**config.mk**
```make
export PLATFORM = sky130hd
export DESIGN_NAME = ls193_sequencer
export DESIGN_NICKNAME = d
export VERILOG_FILES = /design/src/rtl/ls193_seq_pkg.sv /design/src/rtl/ls193_seq_sync.sv /design/src/rtl/ls193_sequencer.sv
export SDC_FILE = /design/constraint.sdc
export NUM_CORES = 1
export LEC_CHECK = 0
export ABC_AREA = 1
export BUFFER_PORTS_ARGS = -buffer_cell sky130_fd_sc_hd__buf_4
export CAP_MARGIN = 20
export CELL_PAD_IN_SITES_DETAIL_PLACEMENT = 0
export CELL_PAD_IN_SITES_GLOBAL_PLACEMENT = 2
export CORE_MARGIN = 5
export CORE_UTILIZATION = 34
export CTS_BUF_LIST = sky130_fd_sc_hd__clkbuf_8
export DETAILED_ROUTE_END_ITERATION = 16
export PLACE_DENSITY_LB_ADDON = 0.1
export SYNTH_ARGS = -nofsm -noshare
export SYNTH_HDL_FRONTEND = slang
export SYNTH_SLANG_ARGS = --single-unit
export TNS_END_PERCENT = 100
```
**constraint.sdc**
```tcl
create_clock -name CLK -period 2.6 [get_ports CLK]
set_input_delay 0.52 -clock CLK [delete_from_list [all_inputs] [get_ports CLK]]
set_output_delay 0.52 -clock CLK [all_outputs]
set_load 0.05 [all_outputs]
```
**src/rtl/ls193_seq_pkg.sv**
```systemverilog
// ls193_seq_pkg
// Shared definitions for the LS193 command sequencer: command opcode
// encodings and the sequencer state enumeration.
package ls193_seq_pkg;

    // Command opcodes carried on CMD_OP
    localparam logic [1:0] OP_CLR  = 2'b00;
    localparam logic [1:0] OP_LOAD = 2'b01;
    localparam logic [1:0] OP_UP   = 2'b10;
    localparam logic [1:0] OP_DOWN = 2'b11;

    // Sequencer states
    typedef enum logic [2:0] {
        ST_IDLE   = 3'd0,
        ST_CLRP   = 3'd1,
        ST_LOADP  = 3'd2,
        ST_LOW    = 3'd3,
        ST_HIGH   = 3'd4,
        ST_SETTLE = 3'd5,
        ST_DONE   = 3'd6
    } state_t;

endpackage

```
**src/rtl/ls193_seq_sync.sv**
```systemverilog
// ls193_seq_sync
// Two-flop synchroniser of parameterised width for asynchronous counter
// outputs, with an optional registered falling-edge detector that compares
// the second and third flop stages.
// Ports:
//   clk      in   clock, rising edge
//   rst_bar  in   synchronous active-low reset (flops load RST_VAL)
//   d        in   W  asynchronous input
//   q        out  W  synchronised value (second flop)
//   fall     out  W  one-cycle pulse per 1->0 transition (zero when EDGE=0)
module ls193_seq_sync
    import ls193_seq_pkg::*;
#(
    parameter int             W       = 1,
    parameter bit             EDGE    = 1'b0,
    parameter logic [W-1:0]   RST_VAL = {W{1'b0}}
) (
    input  logic         clk,
    input  logic         rst_bar,
    input  logic [W-1:0] d,
    output logic [W-1:0] q,
    output logic [W-1:0] fall
);

    logic [W-1:0] s1_r;
    logic [W-1:0] s2_r;

    // Metastability-hardening flop pair
    always_ff @(posedge clk) begin
        if (!rst_bar) begin
            s1_r <= RST_VAL;
            s2_r <= RST_VAL;
        end else begin
            s1_r <= d;
            s2_r <= s1_r;
        end
    end

    assign q = s2_r;

    generate
        if (EDGE) begin : g_edge
            logic [W-1:0] s3_r;
            logic [W-1:0] fall_r;

            // Third stage plus registered falling-edge detect (old high, new low)
            always_ff @(posedge clk) begin
                if (!rst_bar) begin
                    s3_r   <= RST_VAL;
                    fall_r <= {W{1'b0}};
                end else begin
                    s3_r   <= s2_r;
                    fall_r <= s3_r & ~s2_r;
                end
            end

            assign fall = fall_r;
        end else begin : g_no_edge
            assign fall = {W{1'b0}};
        end
    endgenerate

endmodule

```
**src/rtl/ls193_sequencer.sv**
```systemverilog
// ls193_sequencer
// Command sequencer for one LS193 up/down counter. Accepts clear, load,
// count-up and count-down commands over a valid/ready handshake, produces
// clock-timed registered pulses on the counter pins, and reports the
// synchronised final count and the number of carry/borrow events.
// Ports:
//   CLK, RST_Bar              clock / synchronous active-low reset
//   CMD_VALID, CMD_READY      command handshake (READY only in IDLE)
//   CMD_OP, CMD_DATA, CMD_COUNT  opcode, load value, pulse count
//   CLR, LOAD_Bar, UP, DOWN   counter control pins (registered)
//   PRESET                    counter preset data, held between loads
//   Q, CO_Bar, BO_Bar         asynchronous counter outputs
//   DONE, WRAPS, Q_LAST       completion pulse, carry/borrow count, final Q
module ls193_sequencer
    import ls193_seq_pkg::*;
#(
    parameter int PW  = 2,
    parameter int GAP = 2,
    parameter int NW  = 8
) (
    input  logic          CLK,
    input  logic          RST_Bar,
    input  logic          CMD_VALID,
    output logic          CMD_READY,
    input  logic [1:0]    CMD_OP,
    input  logic [3:0]    CMD_DATA,
    input  logic [NW-1:0] CMD_COUNT,
    output logic          CLR,
    output logic          LOAD_Bar,
    output logic          UP,
    output logic          DOWN,
    output logic [3:0]    PRESET,
    input  logic [3:0]    Q,
    input  logic          CO_Bar,
    input  logic          BO_Bar,
    output logic          DONE,
    output logic [NW-1:0] WRAPS,
    output logic [3:0]    Q_LAST
);

    localparam int TMAX = (PW > GAP) ? PW : GAP;
    localparam int TW   = $clog2(TMAX + 1);

    localparam logic [TW-1:0] T_ZERO      = {TW{1'b0}};
    localparam logic [TW-1:0] T_ONE       = {{(TW-1){1'b0}}, 1'b1};
    localparam logic [TW-1:0] PW_LAST     = TW'(PW - 1);
    localparam logic [TW-1:0] GAP_LAST    = TW'(GAP - 1);
    localparam logic [NW-1:0] N_ZERO      = {NW{1'b0}};
    localparam logic [NW-1:0] N_ONE       = {{(NW-1){1'b0}}, 1'b1};
    localparam logic [NW-1:0] N_MAX       = {NW{1'b1}};

    state_t          state_r, state_nxt;
    logic [TW-1:0]   timer_r, timer_nxt;
    logic [NW-1:0]   rem_r, rem_nxt;
    logic [1:0]      op_r, op_nxt;
    logic            accept_s;
    logic            qlast_load_s;

    logic            clr_r, clr_nxt;
    logic            load_bar_r, load_bar_nxt;
    logic            up_r, up_nxt;
    logic            down_r, down_nxt;
    logic            ready_r, ready_nxt;
    logic            done_r, done_nxt;
    logic [3:0]      preset_r;
    logic [NW-1:0]   wraps_r;
    logic [3:0]      q_last_r;

    logic [3:0]      q_sync_s;
    logic [3:0]      q_fall_unused_s;
    logic            co_sync_unused_s;
    logic            bo_sync_unused_s;
    logic            co_fall_s;
    logic            bo_fall_s;
    logic            wrap_event_s;

    ls193_seq_sync #(.W(4), .EDGE(1'b0), .RST_VAL(4'h0)) u_sync_q (
        .clk     (CLK),
        .rst_bar (RST_Bar),
        .d       (Q),
        .q       (q_sync_s),
        .fall    (q_fall_unused_s)
    );

    ls193_seq_sync #(.W(1), .EDGE(1'b1), .RST_VAL(1'b1)) u_sync_co (
        .clk     (CLK),
        .rst_bar (RST_Bar),
        .d       (CO_Bar),
        .q       (co_sync_unused_s),
        .fall    (co_fall_s)
    );

    ls193_seq_sync #(.W(1), .EDGE(1'b1), .RST_VAL(1'b1)) u_sync_bo (
        .clk     (CLK),
        .rst_bar (RST_Bar),
        .d       (BO_Bar),
        .q       (bo_sync_unused_s),
        .fall    (bo_fall_s)
    );

    // Next-state, timer, remaining-count and next pin values
    always_comb begin
        state_nxt    = state_r;
        timer_nxt    = timer_r + T_ONE;
        rem_nxt      = rem_r;
        op_nxt       = op_r;
        accept_s     = 1'b0;
        qlast_load_s = 1'b0;

        case (state_r)
            ST_IDLE: begin
                timer_nxt = T_ZERO;
                if (CMD_VALID) begin
                    accept_s = 1'b1;
                    op_nxt   = CMD_OP;
                    rem_nxt  = CMD_COUNT;
                    case (CMD_OP)
                        OP_CLR:  state_nxt = ST_CLRP;
                        OP_LOAD: state_nxt = ST_LOADP;
                        default: begin
                            if (CMD_COUNT != N_ZERO) begin
                                state_nxt = ST_LOW;
                            end else begin
                                state_nxt = ST_SETTLE;
                            end
                        end
                    endcase
                end else begin
                    state_nxt = ST_IDLE;
                end
            end
            ST_CLRP, ST_LOADP: begin
                if (timer_r == PW_LAST) begin
                    state_nxt = ST_SETTLE;
                    timer_nxt = T_ZERO;
                end else begin
                    state_nxt = state_r;
                end
            end
            ST_LOW: begin
                if (timer_r == PW_LAST) begin
                    state_nxt = ST_HIGH;
                    timer_nxt = T_ZERO;
                    rem_nxt   = rem_r - N_ONE;
                end else begin
                    state_nxt = ST_LOW;
                end
            end
            ST_HIGH: begin
                if (timer_r == GAP_LAST) begin
                    timer_nxt = T_ZERO;
                    if (rem_r != N_ZERO) begin
                        state_nxt = ST_LOW;
                    end else begin
                        state_nxt = ST_SETTLE;
                    end
                end else begin
                    state_nxt = ST_HIGH;
                end
            end
            ST_SETTLE: begin
                // Two cycles let the last Q change reach the synchroniser output
                if (timer_r == T_ONE) begin
                    state_nxt    = ST_DONE;
                    timer_nxt    = T_ZERO;
                    qlast_load_s = 1'b1;
                end else begin
                    state_nxt = ST_SETTLE;
                end
            end
            ST_DONE: begin
                state_nxt = ST_IDLE;
                timer_nxt = T_ZERO;
            end
            default: begin
                state_nxt = ST_IDLE;
                timer_nxt = T_ZERO;
            end
        endcase

        // Pins are decoded from the next state so they switch on the same
        // edge as the state register; op_nxt keeps UP/DOWN exclusive.
        clr_nxt      = (state_nxt == ST_CLRP);
        load_bar_nxt = (state_nxt != ST_LOADP);
        up_nxt       = !((state_nxt == ST_LOW) && (op_nxt == OP_UP));
        down_nxt     = !((state_nxt == ST_LOW) && (op_nxt == OP_DOWN));
        ready_nxt    = (state_nxt == ST_IDLE);
        done_nxt     = (state_nxt == ST_DONE);
    end

    // Only carry edges count during up, only borrow edges during down
    always_comb begin
        if (state_r != ST_IDLE) begin
            wrap_event_s = ((op_r == OP_UP)   && co_fall_s) ||
                           ((op_r == OP_DOWN) && bo_fall_s);
        end else begin
            wrap_event_s = 1'b0;
        end
    end

    // FSM state, timer, latched command and registered pins
    always_ff @(posedge CLK) begin
        if (!RST_Bar) begin
            state_r    <= ST_IDLE;
            timer_r    <= T_ZERO;
            rem_r      <= N_ZERO;
            op_r       <= OP_CLR;
            clr_r      <= 1'b0;
            load_bar_r <= 1'b1;
            up_r       <= 1'b1;
            down_r     <= 1'b1;
            ready_r    <= 1'b1;
            done_r     <= 1'b0;
        end else begin
            state_r    <= state_nxt;
            timer_r    <= timer_nxt;
            rem_r      <= rem_nxt;
            op_r       <= op_nxt;
            clr_r      <= clr_nxt;
            load_bar_r <= load_bar_nxt;
            up_r       <= up_nxt;
            down_r     <= down_nxt;
            ready_r    <= ready_nxt;
            done_r     <= done_nxt;
        end
    end

    // Preset data, saturating carry/borrow counter and final-count capture
    always_ff @(posedge CLK) begin
        if (!RST_Bar) begin
            preset_r <= 4'h0;
            wraps_r  <= N_ZERO;
            q_last_r <= 4'h0;
        end else begin
            if (accept_s && (CMD_OP == OP_LOAD)) begin
                preset_r <= CMD_DATA;
            end
            if (accept_s) begin
                wraps_r <= N_ZERO;
            end else if (wrap_event_s && (wraps_r != N_MAX)) begin
                wraps_r <= wraps_r + N_ONE;
            end
            if (qlast_load_s) begin
                q_last_r <= q_sync_s;
            end
        end
    end

    assign CMD_READY = ready_r;
    assign CLR       = clr_r;
    assign LOAD_Bar  = load_bar_r;
    assign UP        = up_r;
    assign DOWN      = down_r;
    assign PRESET    = preset_r;
    assign DONE      = done_r;
    assign WRAPS     = wraps_r;
    assign Q_LAST    = q_last_r;

endmodule

```
==> results.json <==
{
  "grt_max_degree": 17,
  "ys_seq_area_frac": 0.467,
  "cts_sinks": 53,
  "fmax_ghz": 0.629,
  "ctsHtreeMaxLevel": 2,
  "yosysWarnings": 0,
  "rr_endpoint": "LOAD_Bar",
  "hold_depth": 3,
  "slew_viol_final": 0,
  "crit_fanout": 6,
  "drc": 0,
  "cp_common_cell": "nor2_1",
  "critical-path-max-stage-delay_ps": 350,
  "preCtsSetupSlack_ps": 871,
  "final.setup_skew_ps": 10.7,
  "drt_iter0_markers": 43,
  "cts_resized": 0,
  "p_leak_nw": 1.35,
  "yosys.area.top_type": "dfxtp_1",
  "synth_area_sq_um": 2270,
  "synth_area_per_cell_sq_um": 7.37,
  "drive_gt1_frac": 0.213,
  "grt_use_total": 0.125,
  "end_kind": "flop",
  "syn-num-nets": 334,
  "ioPinCount": 45,
  "cts-root-buf": "clkbuf_8",
  "rsz0062_at_grt": "false",
  "area_delta_synth_final_pct": 23.0,
  "wl_per_cell_um": 11.7,
  "grt_pass1_wl_mm": 8.54,
  "r2r-start": "timer_r[0]",
  "finalSetupViolCount": 0,
  "maxCapViolCount": 0,
  "finalHoldViolCount": 0,
  "hold_start": "Q[1]",
  "syn_inst": 308,
  "path_clk_slew_ps": 100,
  "finalCritPeriodShare": 0.611,
  "status": "finished, final reports clean",
  "path_buf_inv": 1,
  "setup_tns_ps": 0,
  "hold_buffers": 0,
  "finalWorstSetupSlack_ps": 1010,
  "dieArea_sq_um": 8410,
  "critPathTopFamily": "simple AND/OR/NAND/NOR gates",
  "crit_path_top_delay_cell": "dfxtp_1",
  "core_sq_um": 6420,
  "cp_data_arrival_time_ps": 1770,
  "hold_path_class": "input port to flop",
  "rows": 29,
  "grt-ovfl-total": 0,
  "grt_pass1_vias": 1863,
  "reg2reg_depth": 6,
  "synth_seq_cells": 53,
  "n_antenna_cell": 0,
  "cts_tree": "done",
  "whs_endpoint": "u_sync_q.s1_r[1]",
  "critPathKind": "flop to flop",
  "die_h_um": 91.7,
  "netlist_top_cells_area": "dfxtp_1 (47%), nand2_1 (11%), nor2_1 (7.8%)",
  "synth_cell_types": 28,
  "die_w_um": 91.7,
  "cts.path.max_buffers": 2,
  "gp_congestion": 0.770,
  "period_needed_ps": 1590,
  "crit_chain": "ha_1 -> inv_1 -> nor2_1 -> nor2_1 -> nand3_1 -> nand4_1",
  "portBuffers": 44,
  "antenna_left": 0,
  "start_kind": "flop",
  "detail_route.first_pass.iterations": 4,
  "r2r_setup_slack_ps": 1010,
  "cp_data_required_time_ps": 2780,
  "start_util": 0.353,
  "ir_drop_mv": 0.346,
  "synth_top_cell_area_share": 0.467,
  "p_per_area_nw_per_um2": 732,
  "drt_wl_total_mm": 5.07,
  "crit_start": "timer_r[0]",
  "cts_setup_buffers": 0,
  "dpl.hpwl_mm": 3.78,
  "cts_buffers": 5,
  "insertion_delay_ps": 310,
  "via_count": 1947,
  "slew_headroom": 0.691,
  "worst_pin_slew_ps": 463,
  "final_nets": 382,
  "viasPerCell": 4.50,
  "antenna_found_initial": 0
}
cell usage in the layout (no fill, tap or decap), types with 4 or more instances in the layout:
master / count
a21oi_1: 17
buf_4: 46
clkbuf_8: 5
dfxtp_1: 53
inv_1: 37
nand2_1: 67
nand3_1: 14
nand4_1: 7
nor2_1: 47
o21ai_0: 19
or2_2: 8
xnor2_1: 4
state kept, by name (all words and copies together) (netlist names), 2 cells and up:
signal,flops
WRAPS,8
rem_r,8
PRESET,4
Q_LAST,4
u_sync_q.q,4
u_sync_q.s1_r,4
state_r,3
op_r,2
timer_r,2
how the worst max path moves through the flow:
| stage | end | slack [ps] | depth (start not counted) |
|---|---|---|---|
| 6_report | LOAD_Bar | 1010 | 6 |
| 5_1_grt | LOAD_Bar | 790 | 7 |
| 4_1_cts | LOAD_Bar | 980 | 6 |
| 3_5_place_dp | state_r[1] | 870 | 8 |
| 3_3_place_gp | state_r[1] | 890 | 8 |
| 2_1_floorplan | WRAPS[2] | 910 | 8 |
routing by layer:
metal,GRT usage,share of wire
met5,0,0
met4,0.0483,0.014
met3,0.0295,0.036
met2,0.206,0.46
met1,0.159,0.49
worst reg2reg max path: stages (launching register included):
cell and delay [ps]:
dfxtp_1 350, ha_1 270, inv_1 130, nor2_1 310
nor2_1 100, nand3_1 200, nand4_1 110
area by class of cell:
type	instances	area (sq um)
inverters	41	156
fillers	685	3630
clock inverters	2	38.8
well taps	77	96.3
multi-input cells	209	1020
repair buffers	46	345
clock buffers	5	68.8
flip-flops and latches	53	1060
power breakdown:
| group | leakage (nW) | total, mW | internal, mW | switching, mW |
|---|---|---|---|---|
| Sequential | 0.434 | 0.935 | 0.885 | 0.0497 |
| Combinational | 0.863 | 0.548 | 0.185 | 0.364 |
| Clock | 0.0546 | 0.560 | 0.285 | 0.274 |
metrics by stage:
stage | area [sq um] | hold slack, ps | std cells | util | power (mW)
after floorplan | 2270 | 390 | 308 | - | 1.36
after detailed placement | 2680 | 399 | 426 | 0.418 | 1.51
final | 2790 | 389 | 433 | 0.435 | 2.04
after global routing | 2790 | 384 | 433 | 0.435 | 2.19
after CTS | 2790 | 376 | 433 | 0.435 | 2.07
after global placement | 2680 | 394 | 426 | 0.418 | 1.51
Yosys cell counts:
| library cell | instances |
|---|---|
| nand2_1 | 67 |
| dfxtp_1 | 53 |
| nor2_1 | 47 |
| inv_1 | 37 |
| o21ai_0 | 19 |
| a21oi_1 | 17 |
| nand3_1 | 14 |
| or2_2 | 8 |
| nand4_1 | 7 |
| xnor2_1 | 4 |
| ha_1 | 3 |
| inv_2 | 3 |
| nand2_2 | 3 |
| nor3_1 | 3 |
| o211ai_1 | 3 |
| xor2_1 | 3 |
| buf_1 | 2 |
| nor2_2 | 2 |
| nor2_4 | 2 |
| o21ai_1 | 2 |
| o21ai_2 | 2 |
| a31oi_1 | 1 |
| buf_2 | 1 |
| buf_6 | 1 |
| clkbuf_1 | 1 |
| inv_4 | 1 |
| nand2_4 | 1 |
| nand3_4 | 1 |
logic make-up (layout without fill, tap and decap cells):
family / count (synthesis) / after routing / share of synthesized area
buffers and inverters: 46 / 94 / 0.0810
AOI/OAI and AO/OA: 44 / 44 / 0.104
DFF: 53 / 53 / 0.467
xor gates and xnor gates: 7 / 7 / 0.0270
and+or+nand+nor: 155 / 155 / 0.304
adders and majority gates: 3 / 3 / 0.0165
Power figures use the tool's default switching activity.
